## src/rtl/mc_ctrl_if.sv

```systemverilog
// ============================================================================
// Module   : mc_ctrl_if
// Purpose  : Opcode/memory-handshake inputs and datapath control outputs
//            of the multicycle controller, bundled with master/slave views.
// Revision : 1.0 - initial release
// ============================================================================
`default_nettype none

interface mc_ctrl_if #(
    parameter int RET_W = 32
);
    logic [5:0]       Op;
    logic             mem_ready;

    logic             PCWrite;
    logic             PCWriteCond;
    logic             IorD;
    logic             MemRead;
    logic             MemWrite;
    logic             MemtoReg;
    logic             IRWrite;
    logic             ALUSrcA;
    logic             RegWrite;
    logic             RegDst;
    logic [1:0]       PCSource;
    logic [1:0]       ALUSrcB;
    logic [1:0]       ALUOp;
    logic [3:0]       state;
    logic             illegal;
    logic [RET_W-1:0] retired;

    // Controller side
    modport master (
        input  Op, mem_ready,
        output PCWrite, PCWriteCond, IorD, MemRead, MemWrite, MemtoReg,
               IRWrite, ALUSrcA, RegWrite, RegDst, PCSource, ALUSrcB,
               ALUOp, state, illegal, retired
    );

    // Datapath side
    modport slave (
        output Op, mem_ready,
        input  PCWrite, PCWriteCond, IorD, MemRead, MemWrite, MemtoReg,
               IRWrite, ALUSrcA, RegWrite, RegDst, PCSource, ALUSrcB,
               ALUOp, state, illegal, retired
    );
endinterface

`default_nettype wire

```

## src/rtl/mc_ctrl.sv

```systemverilog
// ============================================================================
// Module   : mc_ctrl
// Purpose  : Multicycle MIPS-subset control FSM (lw/sw/R-type/beq/j) with
//            illegal-opcode flag and retired-instruction counter.
// Revision : 1.0 - initial release
// ============================================================================
`default_nettype none

`ifndef lwOP
`define lwOP    2'b00
`endif
`ifndef swOP
`define swOP    2'b00
`endif
`ifndef beqOP
`define beqOP   2'b01
`endif
`ifndef RtypeOP
`define RtypeOP 2'b10
`endif

module mc_ctrl #(
    parameter int RET_W = 32
) (
    input  logic      clk,
    input  logic      rst,
    mc_ctrl_if.master mc
);

    localparam logic [5:0] c_OP_LW    = 6'h23;
    localparam logic [5:0] c_OP_SW    = 6'h2B;
    localparam logic [5:0] c_OP_RTYPE = 6'h00;
    localparam logic [5:0] c_OP_BEQ   = 6'h04;
    localparam logic [5:0] c_OP_J     = 6'h02;

    typedef enum logic [3:0] {
        ST_FETCH  = 4'd0,
        ST_DECODE = 4'd1,
        ST_MEMADR = 4'd2,
        ST_MEMRD  = 4'd3,
        ST_MEMWB  = 4'd4,
        ST_MEMWR  = 4'd5,
        ST_EXEC   = 4'd6,
        ST_ALUWB  = 4'd7,
        ST_BRANCH = 4'd8,
        ST_JUMP   = 4'd9
    } state_t;

    state_t           r_state;
    state_t           w_nxt;
    logic [RET_W-1:0] r_retired;

    logic       w_pc_write;
    logic       w_pc_write_cond;
    logic       w_iord;
    logic       w_mem_read;
    logic       w_mem_write;
    logic       w_mem_to_reg;
    logic       w_ir_write;
    logic       w_alu_src_a;
    logic       w_reg_write;
    logic       w_reg_dst;
    logic [1:0] w_pc_source;
    logic [1:0] w_alu_src_b;
    logic [1:0] w_alu_op;
    logic       w_illegal;
    logic       w_retire;

    always_ff @(posedge clk or posedge rst) begin
        if (rst) begin
            r_state <= ST_FETCH;
        end else begin
            r_state <= w_nxt;
        end
    end

    always_comb begin
        w_nxt           = ST_FETCH;
        w_pc_write      = 1'b0;
        w_pc_write_cond = 1'b0;
        w_iord          = 1'b0;
        w_mem_read      = 1'b0;
        w_mem_write     = 1'b0;
        w_mem_to_reg    = 1'b0;
        w_ir_write      = 1'b0;
        w_alu_src_a     = 1'b0;
        w_reg_write     = 1'b0;
        w_reg_dst       = 1'b0;
        w_pc_source     = 2'b00;
        w_alu_src_b     = 2'b00;
        w_alu_op        = `lwOP;
        w_illegal       = 1'b0;
        w_retire        = 1'b0;

        case (r_state)
            ST_FETCH: begin
                w_mem_read  = 1'b1;
                w_alu_src_b = 2'b01;
                w_alu_op    = `lwOP;
                // IR load and PC+4 commit only once the fetch returns
                w_ir_write  = mc.mem_ready;
                w_pc_write  = mc.mem_ready;
                w_nxt       = mc.mem_ready ? ST_DECODE : ST_FETCH;
            end
            ST_DECODE: begin
                w_alu_src_b = 2'b11;
                w_alu_op    = `lwOP;
                case (mc.Op)
                    c_OP_LW,
                    c_OP_SW:    w_nxt = ST_MEMADR;
                    c_OP_RTYPE: w_nxt = ST_EXEC;
                    c_OP_BEQ:   w_nxt = ST_BRANCH;
                    c_OP_J:     w_nxt = ST_JUMP;
                    default: begin
                        w_nxt     = ST_FETCH;
                        w_illegal = 1'b1;
                    end
                endcase
            end
            ST_MEMADR: begin
                w_alu_src_a = 1'b1;
                w_alu_src_b = 2'b10;
                w_alu_op    = `lwOP;
                w_nxt       = (mc.Op == c_OP_SW) ? ST_MEMWR : ST_MEMRD;
            end
            ST_MEMRD: begin
                w_mem_read = 1'b1;
                w_iord     = 1'b1;
                w_nxt      = mc.mem_ready ? ST_MEMWB : ST_MEMRD;
            end
            ST_MEMWB: begin
                w_reg_write  = 1'b1;
                w_mem_to_reg = 1'b1;
                w_retire     = 1'b1;
                w_nxt        = ST_FETCH;
            end
            ST_MEMWR: begin
                w_mem_write = 1'b1;
                w_iord      = 1'b1;
                w_retire    = mc.mem_ready;
                w_nxt       = mc.mem_ready ? ST_FETCH : ST_MEMWR;
            end
            ST_EXEC: begin
                w_alu_src_a = 1'b1;
                w_alu_src_b = 2'b00;
                w_alu_op    = `RtypeOP;
                w_nxt       = ST_ALUWB;
            end
            ST_ALUWB: begin
                w_reg_write = 1'b1;
                w_reg_dst   = 1'b1;
                w_retire    = 1'b1;
                w_nxt       = ST_FETCH;
            end
            ST_BRANCH: begin
                w_alu_src_a     = 1'b1;
                w_alu_src_b     = 2'b00;
                w_alu_op        = `beqOP;
                w_pc_write_cond = 1'b1;
                w_pc_source     = 2'b01;
                w_retire        = 1'b1;
                w_nxt           = ST_FETCH;
            end
            ST_JUMP: begin
                w_pc_write  = 1'b1;
                w_pc_source = 2'b10;
                w_retire    = 1'b1;
                w_nxt       = ST_FETCH;
            end
            default: begin
                w_nxt = ST_FETCH;
            end
        endcase
    end

    always_ff @(posedge clk or posedge rst) begin
        if (rst) begin
            r_retired <= '0;
        end else if (w_retire) begin
            r_retired <= r_retired + RET_W'(1);
        end
    end

    // Architectural write enables are held off for the whole reset window,
    // including the mem_ready-driven FETCH terms.
    assign mc.PCWrite     = w_pc_write      & ~rst;
    assign mc.PCWriteCond = w_pc_write_cond & ~rst;
    assign mc.IRWrite     = w_ir_write      & ~rst;
    assign mc.MemWrite    = w_mem_write     & ~rst;
    assign mc.RegWrite    = w_reg_write     & ~rst;

    assign mc.IorD     = w_iord;
    assign mc.MemRead  = w_mem_read;
    assign mc.MemtoReg = w_mem_to_reg;
    assign mc.ALUSrcA  = w_alu_src_a;
    assign mc.RegDst   = w_reg_dst;
    assign mc.PCSource = w_pc_source;
    assign mc.ALUSrcB  = w_alu_src_b;
    assign mc.ALUOp    = w_alu_op;
    assign mc.state    = r_state;
    assign mc.illegal  = w_illegal;
    assign mc.retired  = r_retired;

endmodule

`default_nettype wire

```

## src/flat_wrapper.sv

```systemverilog
// flat-port wrapper written by rule: the top's interface ports become plain ports
module mc_ctrl_flat 
#(
    parameter int RET_W = 32
)
  (clk, rst, mc_Op, mc_mem_ready, mc_PCWrite, mc_PCWriteCond, mc_IorD, mc_MemRead, mc_MemWrite, mc_MemtoReg, mc_IRWrite, mc_ALUSrcA, mc_RegWrite, mc_RegDst, mc_PCSource, mc_ALUSrcB, mc_ALUOp, mc_state, mc_illegal, mc_retired);
  mc_ctrl_if #(.RET_W(RET_W)) mc_i ();
  input  logic clk;
  input  logic rst;
  input wire logic [$bits(mc_i.Op)-1:0] mc_Op;
  input wire logic [$bits(mc_i.mem_ready)-1:0] mc_mem_ready;
  output wire logic [$bits(mc_i.PCWrite)-1:0] mc_PCWrite;
  output wire logic [$bits(mc_i.PCWriteCond)-1:0] mc_PCWriteCond;
  output wire logic [$bits(mc_i.IorD)-1:0] mc_IorD;
  output wire logic [$bits(mc_i.MemRead)-1:0] mc_MemRead;
  output wire logic [$bits(mc_i.MemWrite)-1:0] mc_MemWrite;
  output wire logic [$bits(mc_i.MemtoReg)-1:0] mc_MemtoReg;
  output wire logic [$bits(mc_i.IRWrite)-1:0] mc_IRWrite;
  output wire logic [$bits(mc_i.ALUSrcA)-1:0] mc_ALUSrcA;
  output wire logic [$bits(mc_i.RegWrite)-1:0] mc_RegWrite;
  output wire logic [$bits(mc_i.RegDst)-1:0] mc_RegDst;
  output wire logic [$bits(mc_i.PCSource)-1:0] mc_PCSource;
  output wire logic [$bits(mc_i.ALUSrcB)-1:0] mc_ALUSrcB;
  output wire logic [$bits(mc_i.ALUOp)-1:0] mc_ALUOp;
  output wire logic [$bits(mc_i.state)-1:0] mc_state;
  output wire logic [$bits(mc_i.illegal)-1:0] mc_illegal;
  output wire logic [$bits(mc_i.retired)-1:0] mc_retired;
  assign mc_i.Op = mc_Op;
  assign mc_i.mem_ready = mc_mem_ready;
  assign mc_PCWrite = mc_i.PCWrite;
  assign mc_PCWriteCond = mc_i.PCWriteCond;
  assign mc_IorD = mc_i.IorD;
  assign mc_MemRead = mc_i.MemRead;
  assign mc_MemWrite = mc_i.MemWrite;
  assign mc_MemtoReg = mc_i.MemtoReg;
  assign mc_IRWrite = mc_i.IRWrite;
  assign mc_ALUSrcA = mc_i.ALUSrcA;
  assign mc_RegWrite = mc_i.RegWrite;
  assign mc_RegDst = mc_i.RegDst;
  assign mc_PCSource = mc_i.PCSource;
  assign mc_ALUSrcB = mc_i.ALUSrcB;
  assign mc_ALUOp = mc_i.ALUOp;
  assign mc_state = mc_i.state;
  assign mc_illegal = mc_i.illegal;
  assign mc_retired = mc_i.retired;
  mc_ctrl #(.RET_W(RET_W)) u_core (.clk(clk), .rst(rst), .mc(mc_i));
endmodule
```

## config.mk

```make
export PLATFORM = sky130hd
export DESIGN_NAME = mc_ctrl_flat
export DESIGN_NICKNAME = d
export VERILOG_FILES = /design/src/rtl/mc_ctrl_if.sv /design/src/rtl/mc_ctrl.sv /design/src/flat_wrapper.sv
export SDC_FILE = /design/constraint.sdc
export NUM_CORES = 1
export LEC_CHECK = 0
export ABC_CLOCK_PERIOD_IN_PS = 1900
export BUFFER_PORTS_ARGS = -buffer_cell sky130_fd_sc_hd__buf_2
export CAP_MARGIN = 40
export CORE_MARGIN = 2
export CORE_UTILIZATION = 46
export DETAILED_ROUTE_END_ITERATION = 10
export PLACE_DENSITY = 0.81
export SLEW_MARGIN = 0
export SYNTH_ARGS = -nofsm -noshare
export SYNTH_HDL_FRONTEND = slang
export SYNTH_SLANG_ARGS = --single-unit
```

## constraint.sdc

```tcl
create_clock -name clk -period 1.9 [get_ports clk]
set_clock_uncertainty 0.15 [all_clocks]
set_input_delay 0.095 -clock clk [delete_from_list [all_inputs] [get_ports clk]]
set_output_delay 0.095 -clock clk [all_outputs]
set_load 0.03 [all_outputs]
```

==> results of run 1 <==
-- power breakdown --
| part | leakage [nW] | internal, mW | switching, mW |
|---|---|---|---|
| logic | 0.981 | 0.545 | 0.749 |
| registers | 0.364 | 0.832 | 0.0749 |
| clock network | 0.0422 | 0.258 | 0.284 |
| total | 1.39 | 1.63 | 1.11 |
-- path summary, 6_finish.rpt --
check / from / to / slack [ps] / depth (start not counted)
worst max-delay path: u_core.mc.retired[0] / u_core.mc.retired[21] / -70 / 5
worst min register to register: u_core.mc.retired[31] / u_core.mc.retired[31] / 320 / 1
min in group asynchronous: rst / u_core.mc.retired[26] / 400 / 4
worst min-delay path: mc_mem_ready / u_core.mc.state[1] / 110 / 4
max in group asynchronous: rst / u_core.mc.retired[12] / 860 / 4
worst max register to register: u_core.mc.retired[0] / u_core.mc.retired[21] / -70 / 5
-- sequential cells by signal, summed over array words and instances, names as in the netlist --
signal	count
u_core.mc.retired	32
u_core.mc.state	4
-- per-stage QoR --
stage               hold slack, ps  worst slack, ps  utilization
floorplan                    11.61           -175.5            -
global placement             145.8           -20.63       0.6244
detailed placement           150.2           -79.39       0.6244
CTS                          98.89           -53.89       0.6852
global route                 147.2           -142.3       0.7650
finish                       114.2           -68.18       0.7650
-- critical path, cell delays in order (launching register included) --
cell and delay (ps):
dfrtp_2 430, nand4_1 170, or4_4 530, buf_8 170, nor4_4 270, xor2_1 180
-- per-layer routing --
metal  vias up  track usage  share of wire
li1       1004            -              -
met1      1103       0.2931           0.39
met2       100       0.4235           0.52
met3        25      0.05556          0.060
met4         0      0.06709          0.024
met5         -            0              0
-- logic make-up (layout without fill, tap and decap cells) --
| logic type | after synthesis | after routing | synth area share |
|---|---|---|---|
| AND/OR/NAND/NOR | 107 | 107 | 0.3168 |
| flip-flops | 36 | 36 | 0.4420 |
| XOR/XNOR | 33 | 33 | 0.1418 |
| AO/OA/AOI/OAI | 16 | 18 | 0.05893 |
| buffers and inverters | 16 | 132 | 0.03438 |
| adder cells (fa/ha/maj) | 1 | 1 | 0.006138 |
-- timing repair --
item | 4_1_cts | 5_1_grt
hold buffers | 7 | 0
buffers inserted | 9 | 15
resized for setup | 11 | 36
hold endpoints to repair | 40 | 0
pin swaps | 0 | 20
setup endpoints to repair | 14 | 30
cloned | 0 | 2
-- layout by cell type, fill, tap and decap left out, types with 4 or more instances in the layout --
cell / netlist / layout
dfrtp_2: 0 / 19
nand4_1: 12 / 12
buf_6: 1 / 5
nor3_2: 0 / 9
nor2_1: 6 / 5
and3_1: 4 / 4
xnor2_1: 10 / 10
dfrtp_1: 36 / 17
buf_2: 2 / 55
clkbuf_8: 0 / 5
nand3_1: 10 / 10
or4_4: 0 / 4
buf_4: 0 / 47
inv_1: 5 / 5
nor3_1: 21 / 12
nor4_4: 0 / 8
nand2_1: 18 / 17
xor2_1: 23 / 23
dlygate4sd3_1: 0 / 7
-- layout make-up --
cell class	instances	area, um2
multi-input cells	159	1391
fillers	271	1016
flip-flops and latches	36	924.6
repair buffers	119	827.0
clock buffers	7	76.32
well taps	52	65.06
inverters	5	18.77
clock inverters	1	5.005
==> summary.md, run 1 <==
| Metric | Value |
|---|---|
| Run status | `finished, violations left` |
| Failing checks | `setup timing` |
| Pwr dens | `828.9 nW/um2` |
| Inserted Diodes | `0` |
| Cell row count | `24` |
| Max-cap viol count | `0` |
| Syn Area/Cell | `9.752 um2` |
| CTS H-tree depth | `2` |
| Max Slew Vio Count | `0` |
| Count leader, synth | `dfrtp_1` |
| Final wirelength | `7249 um` |
| Worst EP required | `1970 ps` |
| Synthesis-to-finish area growth | `62.31%` |
| GRT overflow | `0` |
| Worst setup margin | `-68.18 ps` |
| Worst setup EP type | `flip-flop` |
| Cell Area, Synth | `2038 um2` |
| Mapped Cells | `209` |
| CTS tree | `built` |
| Share of layout cells above drive strength 1 | `0.5566` |
| Post-synth top cells | `dfrtp_1, xor2_1, nor3_1` |
| Worst-margin pin slew | `586.9 ps` |
| First-pass DRT Iterations | `4` |
| Placed inst area | `2700 um2` |
| Vias in the first global route | `1966` |
| Vias per cell | `5.889` |
| Crit path max fanout | `7` |
| Gpl congestion | `0.8152` |
| Slew margin rel. | `0.6080` |
| Inserted Clock Buffers | `5` |
| Initial DRC count | `170` |
| Initial antenna violation count | `0` |
| Initial Utilization | `0.4714` |
| Final setup vio count | `7` |
| Leakage | `1.388 nW` |
| Global Route Usage Sum | `0.2391` |
| RSZ-0062 raised after global routing | `true` |
| Die H | `70.57 um` |
| Yosys cell types | `39` |
| Max rail drop VDD | `624.3 uV` |
| Mapped Nets | `219` |
| Clock Path Buffers | `2` |
| Sink Count | `36` |
| Vias | `2232` |
| Hpwl dp | `3782 um` |
| Fin crit share | `1.036` |
| Clk_lat worst skew | `290 ps` |
| Min cycle time layout | `1968 ps` |
| Fraction of registers with async set/reset | `1.000` |
| Post-synth EDFFs | `0` |
| Root Driver | `clkbuf_8` |
| Cell area after layout | `3308 um2` |
| Antenna-violating nets left | `0` |
| Placed cells | `338` |
| Synth area leaders | `dfrtp_1, xor2_1, nor3_1` |
| Reg clk slew, reported paths | `70 ps` |
| Maximum number of pins on one net before global-route repair | `37` |
| Non-filler instance count after layout | `379` |
| Width of the die | `70.57 um` |
| Post-Route Setup TNS | `-135.7 ps` |
| Worst min-delay path class | `in -> reg` |
| DRC violations left | `0` |
| Total power | `2.742 mW` |
| Die footprint | `4979 um2` |
| Global-route wire length before repair | `9404 um` |
| IO Pins | `62` |
| Synth top area share | `0.4420` |
| DR WL/cell | `19.13 um` |
| Core area | `4324 um2` |
| Top achievable clock speed | `508.1 MHz` |
| Startpoint Class | `flip-flop` |
| Final Hold Fails | `0` |
| Synth Flop Type | `dfrtp_1` |
| Seq/Total Area, Yosys | `0.4420` |
| IO Port Bufs | `61` |
| Yosys reg bits | `36` |
| Yosys synthesis warning count | `0` |
| Kind of critical path | `reg -> reg` |
| WP data arrival | `2040 ps` |
| NumNets Final | `336` |
| Yosys top cell by area | `dfrtp_1` |
No activity file was read; power rests on OpenSTA's default activity.
==> inputs of run 2 (changes only) <==
ABC_CLOCK_PERIOD_IN_PS = 2250   (was 1900)
CORE_UTILIZATION = 50   (was 46)
PLACE_DENSITY = 0.83   (was 0.81)
clock period = 2.25 ns   (was 1.9 ns; I/O delays follow)
==> run 2 against run 1 <==
Effect of this change:
- the flow now finishes without violations
- critical path depth fell by 1
- final area fell by 22%
- clock power fell by 14%
- worst hold slack got worse by 98 ps
- worst setup slack improved by 170 ps
- global-route usage rose by 0.094 points
- non-clock buffer count fell by 44
- first-iteration DRC count fell by 5.9%
- critical endpoint is now u_core.mc.retired[7]
- largest cell class unchanged
- largest power group is now sequential cells
==> summary.md, run 2 (synthesized netlist as in run 1, its figures left out) <==
| Metric | Value |
|---|---|
| Core area | `3971 um2 (-8.2%)` |
| Non-filler instance count after layout | `331 (-13%)` |
| Largest register FFs | `32 (unchanged)` |
| Initial antenna violation count | `0 (unchanged)` |
| Hpwl dp | `3623 um (-4.2%)` |
| Global-route wire length before repair | `8500 um (-9.6%)` |
| Antenna-violating nets left | `0 (unchanged)` |
| Share of layout cells above drive strength 1 | `0.3310 (-0.2256)` |
| Worst setup EP type | `flip-flop` |
| Most frequent cells in the layout | `buf_2, dfrtp_1, xor2_1` |
| Kind of critical path | `reg -> reg` |
| Fin crit share | `0.9561 (-0.07980)` |
| Max rail drop VDD | `423.9 uV (-32%)` |
| Maximum number of pins on one net before global-route repair | `26 (-30%)` |
| Max-cap viol count | `0 (unchanged)` |
| Width of the die | `67.85 um (-3.9%)` |
| Sink Count | `36 (unchanged)` |
| Worst path slowest cell | `dfrtp_1` |
| Largest stage delay, worst path | `520 ps (about the same)` |
| Min cycle time layout | `2151 ps (+183.0 ps)` |
| Inserted Clock Buffers | `5 (unchanged)` |
| Synthesis-to-finish area growth | `26.34%` |
| RSZ-0062 raised after global routing | `false` |
| Global Route Usage Sum | `0.2400 (+0.0009426)` |
| Placed cells | `320 (-5.3%)` |
| Cell row count | `23 (-4.2%)` |
| Crit-path cells | `or3b_1 > o311a_4 > nor4_1 > xor2_1` |
| Reg clk slew, reported paths | `70 ps (about the same)` |
| NumNets Final | `290 (-14%)` |
| Die H | `67.85 um (-3.9%)` |
| Worst EP required | `2310 ps (+340 ps)` |
| Final setup vio count | `0 (-7)` |
| Post-Route Setup TNS | `0 ps (+135.7 ps)` |
| IO Pins | `62 (unchanged)` |
| Leakage | `1.075 nW (-23%)` |
| Inserted Diodes | `0 (unchanged)` |
| Final wirelength | `4995 um (-31%)` |
| First-pass DRT Iterations | `4 (unchanged)` |
| Initial Utilization | `0.5132 (+0.04188)` |
| Die footprint | `4603 um2 (-7.6%)` |
| CTS tree | `built` |
| Worst-margin pin slew | `618.2 ps (+31.37 ps)` |
| Max Slew Vio Count | `0 (unchanged)` |
| Crit path buf inv count | `0 (-1)` |
| Crit path max fanout | `25 (+18)` |
| DR WL/cell | `15.09 um (-21%)` |
| Delay-heaviest family, CP | `simple AND/OR/NAND/NOR gates` |
| Vias per cell | `5.662 (-3.9%)` |
| WP data arrival | `2210 ps (+170 ps)` |
| Clock Path Buffers | `2 (unchanged)` |
| Pwr dens | `738.5 nW/um2 (-11%)` |
| Final Hold Fails | `0 (unchanged)` |
| IO Port Bufs | `61 (unchanged)` |
| Vias in the first global route | `1794 (-8.7%)` |
| Top achievable clock speed | `464.9 MHz (-8.5%)` |
| GRT overflow | `0 (unchanged)` |
| Initial DRC count | `160 (-5.9%)` |
| Startpoint Class | `flip-flop` |
| Run status | `completed` |
| Worst min-delay path class | `in -> reg` |
| CTS H-tree depth | `2 (unchanged)` |
| Root Driver | `clkbuf_8` |
| Slew margin rel. | `0.5872 (-0.02077)` |
| Clk_lat worst skew | `280 ps (about the same)` |
| Vias | `1874 (-16%)` |
| Commonest non-fill, non-tap cell in the layout | `buf_2` |
| DRC violations left | `0 (unchanged)` |
| Gpl congestion | `0.8556 (+5.0%)` |
[run 2: worst paths after layout]
| kind | depth (start not counted) | start | endpoint | slack [ps] |
|---|---|---|---|---|
| worst max register to register | 4 | u_core.mc.state[1] | u_core.mc.retired[7] | 100 |
| worst min register to register | 1 | u_core.mc.retired[31] | u_core.mc.retired[31] | 310 |
| min in group asynchronous | 3 | rst | u_core.mc.retired[3] | 310 |
| max in group asynchronous | 4 | rst | u_core.mc.retired[12] | 920 |
| worst max-delay path | 4 | u_core.mc.state[1] | u_core.mc.retired[7] | 100 |
| worst min-delay path | 3 | mc_Op[2] | u_core.mc.state[3] | 20 |
[run 2: what timing repair did]
item / 4_1_cts / 5_1_grt
hold buffers: 3 / 0
gates resized for setup: 0 / 3
setup buffers: 0 / 0
endpoints found under the setup margin: 0 / 8
endpoints found under the hold margin: 14 / 0
[run 2: final cells by class]
cell class | instances | area [um2]
Sequential cell | 36 | 903.4
Fill cell | 340 | 1396
Timing Repair Buffer | 75 | 417.9
Multi-Input combinational cell | 157 | 1082
Inverter | 5 | 18.77
Tap cell | 50 | 62.56
Clock buffer | 8 | 90.09
[run 2: stage by stage]
step / hold slack (ps) / area (um2) / utilization / setup slack (ps) / power (mW)
after global placement: 57.55 / 2440 / 0.6144 / 167.1 / 1.422
after CTS: 9.873 / 2560 / 0.6446 / 89.85 / 1.909
after detailed placement: 50.54 / 2440 / 0.6144 / 103.1 / 1.436
after global routing: 49.45 / 2575 / 0.6484 / 0.2975 / 2.013
final: 16.27 / 2575 / 0.6484 / 98.81 / 1.902
after floorplan: 32.77 / 2041 / - / 67.57 / 1.220
[run 2: routing by layer]
| layer | part of all wire | track usage | vias to the layer above |
|---|---|---|---|
| met1 | 0.45 | 0.3232 | 912 |
| li1 | - | - | 902 |
| met4 | 0.0074 | 0.05750 | 0 |
| met3 | 0.047 | 0.05263 | 5 |
| met5 | 0 | 0 | - |
| met2 | 0.50 | 0.3958 | 55 |
[run 2: worst register-to-register path: cells and delay by family (launching register included)]
kind            cells  cell delay [ps]
compound gates      1              260
flops               1              520
xor+xnor            1              180
simple gates        2              970
[run 2: report_power, final]
part	switching, mW	internal (mW)	total (mW)
combinational	0.424	0.215	0.639
clock	0.215	0.250	0.465
sequential	0.101	0.697	0.798
==> inputs of run 3 (changes only) <==
REMOVE_ABC_BUFFERS = 1   (was unset)
==> run 3 against run 2 <==
Effect of this change:
- wire length fell by 4.3%
- first-iteration DRC count fell by 32%
- count of clock-buffer cells in the layout fell by 1
- largest cell class unchanged
- cell count rose by 0.30%
- worst hold slack got worse by 3.0 ps
- final area rose by 1.1%
- register-to-register slack barely moved
- sequential power fell by 2%
- utilization rose by 0.69 points
==> summary.md, run 3 (synthesized netlist as in run 1, its figures left out) <==
| Metric | Value |
|---|---|
| First-pass DRT Iterations | `4 (unchanged)` |
| Worst min-delay path class | `in -> reg` |
| Global Route Usage Sum | `0.2311 (-0.008867)` |
| Worst setup margin | `107.9 ps (+9.109 ps)` |
| Root Driver | `clkbuf_8` |
| DRC violations left | `0 (unchanged)` |
| Worst reg2reg setup slack | `110 ps (about the same)` |
| Global-route wire length before repair | `8100 um (-4.7%)` |
| Final wirelength | `4779 um (-4.3%)` |
| Inserted Diodes | `0 (unchanged)` |
| Post-Route Setup TNS | `0 ps (unchanged)` |
| Fillers | `322 (-5.3%)` |
| Inserted Clock Buffers | `5 (unchanged)` |
| Width of the die | `67.85 um (unchanged)` |
| Kind of critical path | `reg -> reg` |
| Multi-input gate area | `1071 um2 (-1.0%)` |
| Worst-margin pin slew | `446.2 ps (-172.0 ps)` |
| Min cycle time layout | `2142 ps (-9.109 ps)` |
| CTS H-tree depth | `2 (unchanged)` |
| Core Util, Final | `0.6553 (+0.006932)` |
| Leakage | `1.097 nW (+2.0%)` |
| Final Hold Fails | `0 (unchanged)` |
| Initial antenna violation count | `0 (unchanged)` |
| Total power | `2.056 mW (+8.1%)` |
| Commonest non-fill, non-tap cell in the layout | `buf_2` |
| Top achievable clock speed | `466.8 MHz (+0.43%)` |
| CTS tree | `built` |
| Fin crit share | `0.9520 (-0.004048)` |
| Dpl ws | `96.09 ps (-6.979 ps)` |
| Cell row count | `23 (unchanged)` |
| Die H | `67.85 um (unchanged)` |
| IO Pins | `62 (unchanged)` |
| WP data arrival | `2200 ps (about the same)` |
| Setup Buffers After CTS | `0 (unchanged)` |
| Antenna-violating nets left | `0 (unchanged)` |
| Gpl congestion | `0.8568 (+0.14%)` |
| Hold_ws | `13.26 ps (-3.009 ps)` |
| Die footprint | `4603 um2 (unchanged)` |
| Pwr dens | `789.9 nW/um2 (+6.9%)` |
| Vias in the first global route | `1800 (+0.33%)` |
| Startpoint Class | `flip-flop` |
| Largest register FFs | `32 (unchanged)` |
| Max Slew Vio Count | `0 (unchanged)` |
| RSZ-0062 raised after global routing | `false` |
| Reg area | `900.9 um2 (-0.28%)` |
| Hpwl dp | `3416 um (-5.7%)` |
| Initial DRC count | `109 (-32%)` |
| Initial Utilization | `0.5132 (unchanged)` |
| Run status | `completed` |
| Clock Path Buffers | `2 (unchanged)` |
| Vias per cell | `5.636 (-0.46%)` |
| Clk_lat worst skew | `290 ps (about the same)` |
| Synthesis-to-finish area growth | `27.69%` |
| Slew margin rel. | `0.7025 (+0.1153)` |
| GRT overflow | `0 (unchanged)` |
| Final setup vio count | `0 (unchanged)` |
| Max rail drop VDD | `527.6 uV (+24%)` |
| Max-cap viol count | `0 (unchanged)` |
| NumNets Final | `291 (+0.34%)` |
| Core area | `3971 um2 (unchanged)` |
| IO Port Bufs | `61 (unchanged)` |
| Maximum number of pins on one net before global-route repair | `37 (+42%)` |
| Worst EP required | `2310 ps (about the same)` |
| Share of layout cells above drive strength 1 | `0.3262 (-0.004720)` |
| Worst setup EP type | `flip-flop` |
| Sink Count | `36 (unchanged)` |
| Crit path max fanout | `7 (-72%)` |
| Reg clk slew, reported paths | `70 ps (about the same)` |
| Vias | `1871 (-0.16%)` |
| DR WL/cell | `14.39 um (-4.6%)` |
| Most frequent cells in the layout | `buf_2, dfrtp_1, xor2_1` |
## run 3: cell count changes in the layout (fill, tap and decap cells not counted), sizes merged
cell    previous run  this run
buf               72        73
clkbuf             8         7
bufinv             0         1
## run 3: path summary, 6_finish.rpt
kind	end	from	cells past startpoint
worst min register to register	u_core.mc.retired[31]	u_core.mc.retired[31]	1
worst max-delay path	u_core.mc.retired[21]	u_core.mc.retired[4]	4
worst max register to register	u_core.mc.retired[21]	u_core.mc.retired[4]	4
max in group asynchronous	u_core.mc.retired[3]	rst	4
min in group asynchronous	u_core.mc.retired[19]	rst	4
worst min-delay path	u_core.mc.state[3]	mc_Op[5]	3
## run 3: cell type report
cell class | count | share of cell area
clock buffers | 7 | 0.03702
clock inverters | 1 | 0.01154
inverters | 5 | 0.007212
multi-input cells | 157 | 0.4115
flip-flops and latches | 36 | 0.3462
well taps | 50 | 0.02404
repair buffers | 76 | 0.1625
## run 3: worst max-delay path, stage by stage (launching register included)
cell	delay, ps
dfrtp_1	490
nand4_2	180
or4_1	740
nor4_2	330
xor2_1	180
## run 3: per-layer routing
metal,part of all wire,vias up,GRT usage
met2,0.53,53,0.3922
met5,0,-,0
met4,0.0082,0,0.07500
met3,0.047,5,0.05592
li1,-,907,-
met1,0.42,906,0.2904
## run 3: timing repair
item                                   4_1_cts  5_1_grt
hold buffers                                 3        0
endpoints found under the hold margin       39        0
resized for setup                            0        1
setup endpoints to repair                    0        2
## run 3: metrics by stage
step | instance area [um2] | std cells
6_report | 2603 | 332
4_1_cts | 2599 | 332
3_3_place_gp | 2437 | 320
2_1_floorplan | 1987 | 198
3_5_place_dp | 2442 | 321
5_1_grt | 2603 | 332
## run 3: power by group
| part | switching [mW] | leakage (nW) | total [mW] | internal, mW |
|---|---|---|---|---|
| Sequential | 0.0900 | 0.386 | 0.783 | 0.693 |
| Clock | 0.224 | 0.0645 | 0.615 | 0.391 |
| Combinational | 0.435 | 0.647 | 0.657 | 0.223 |
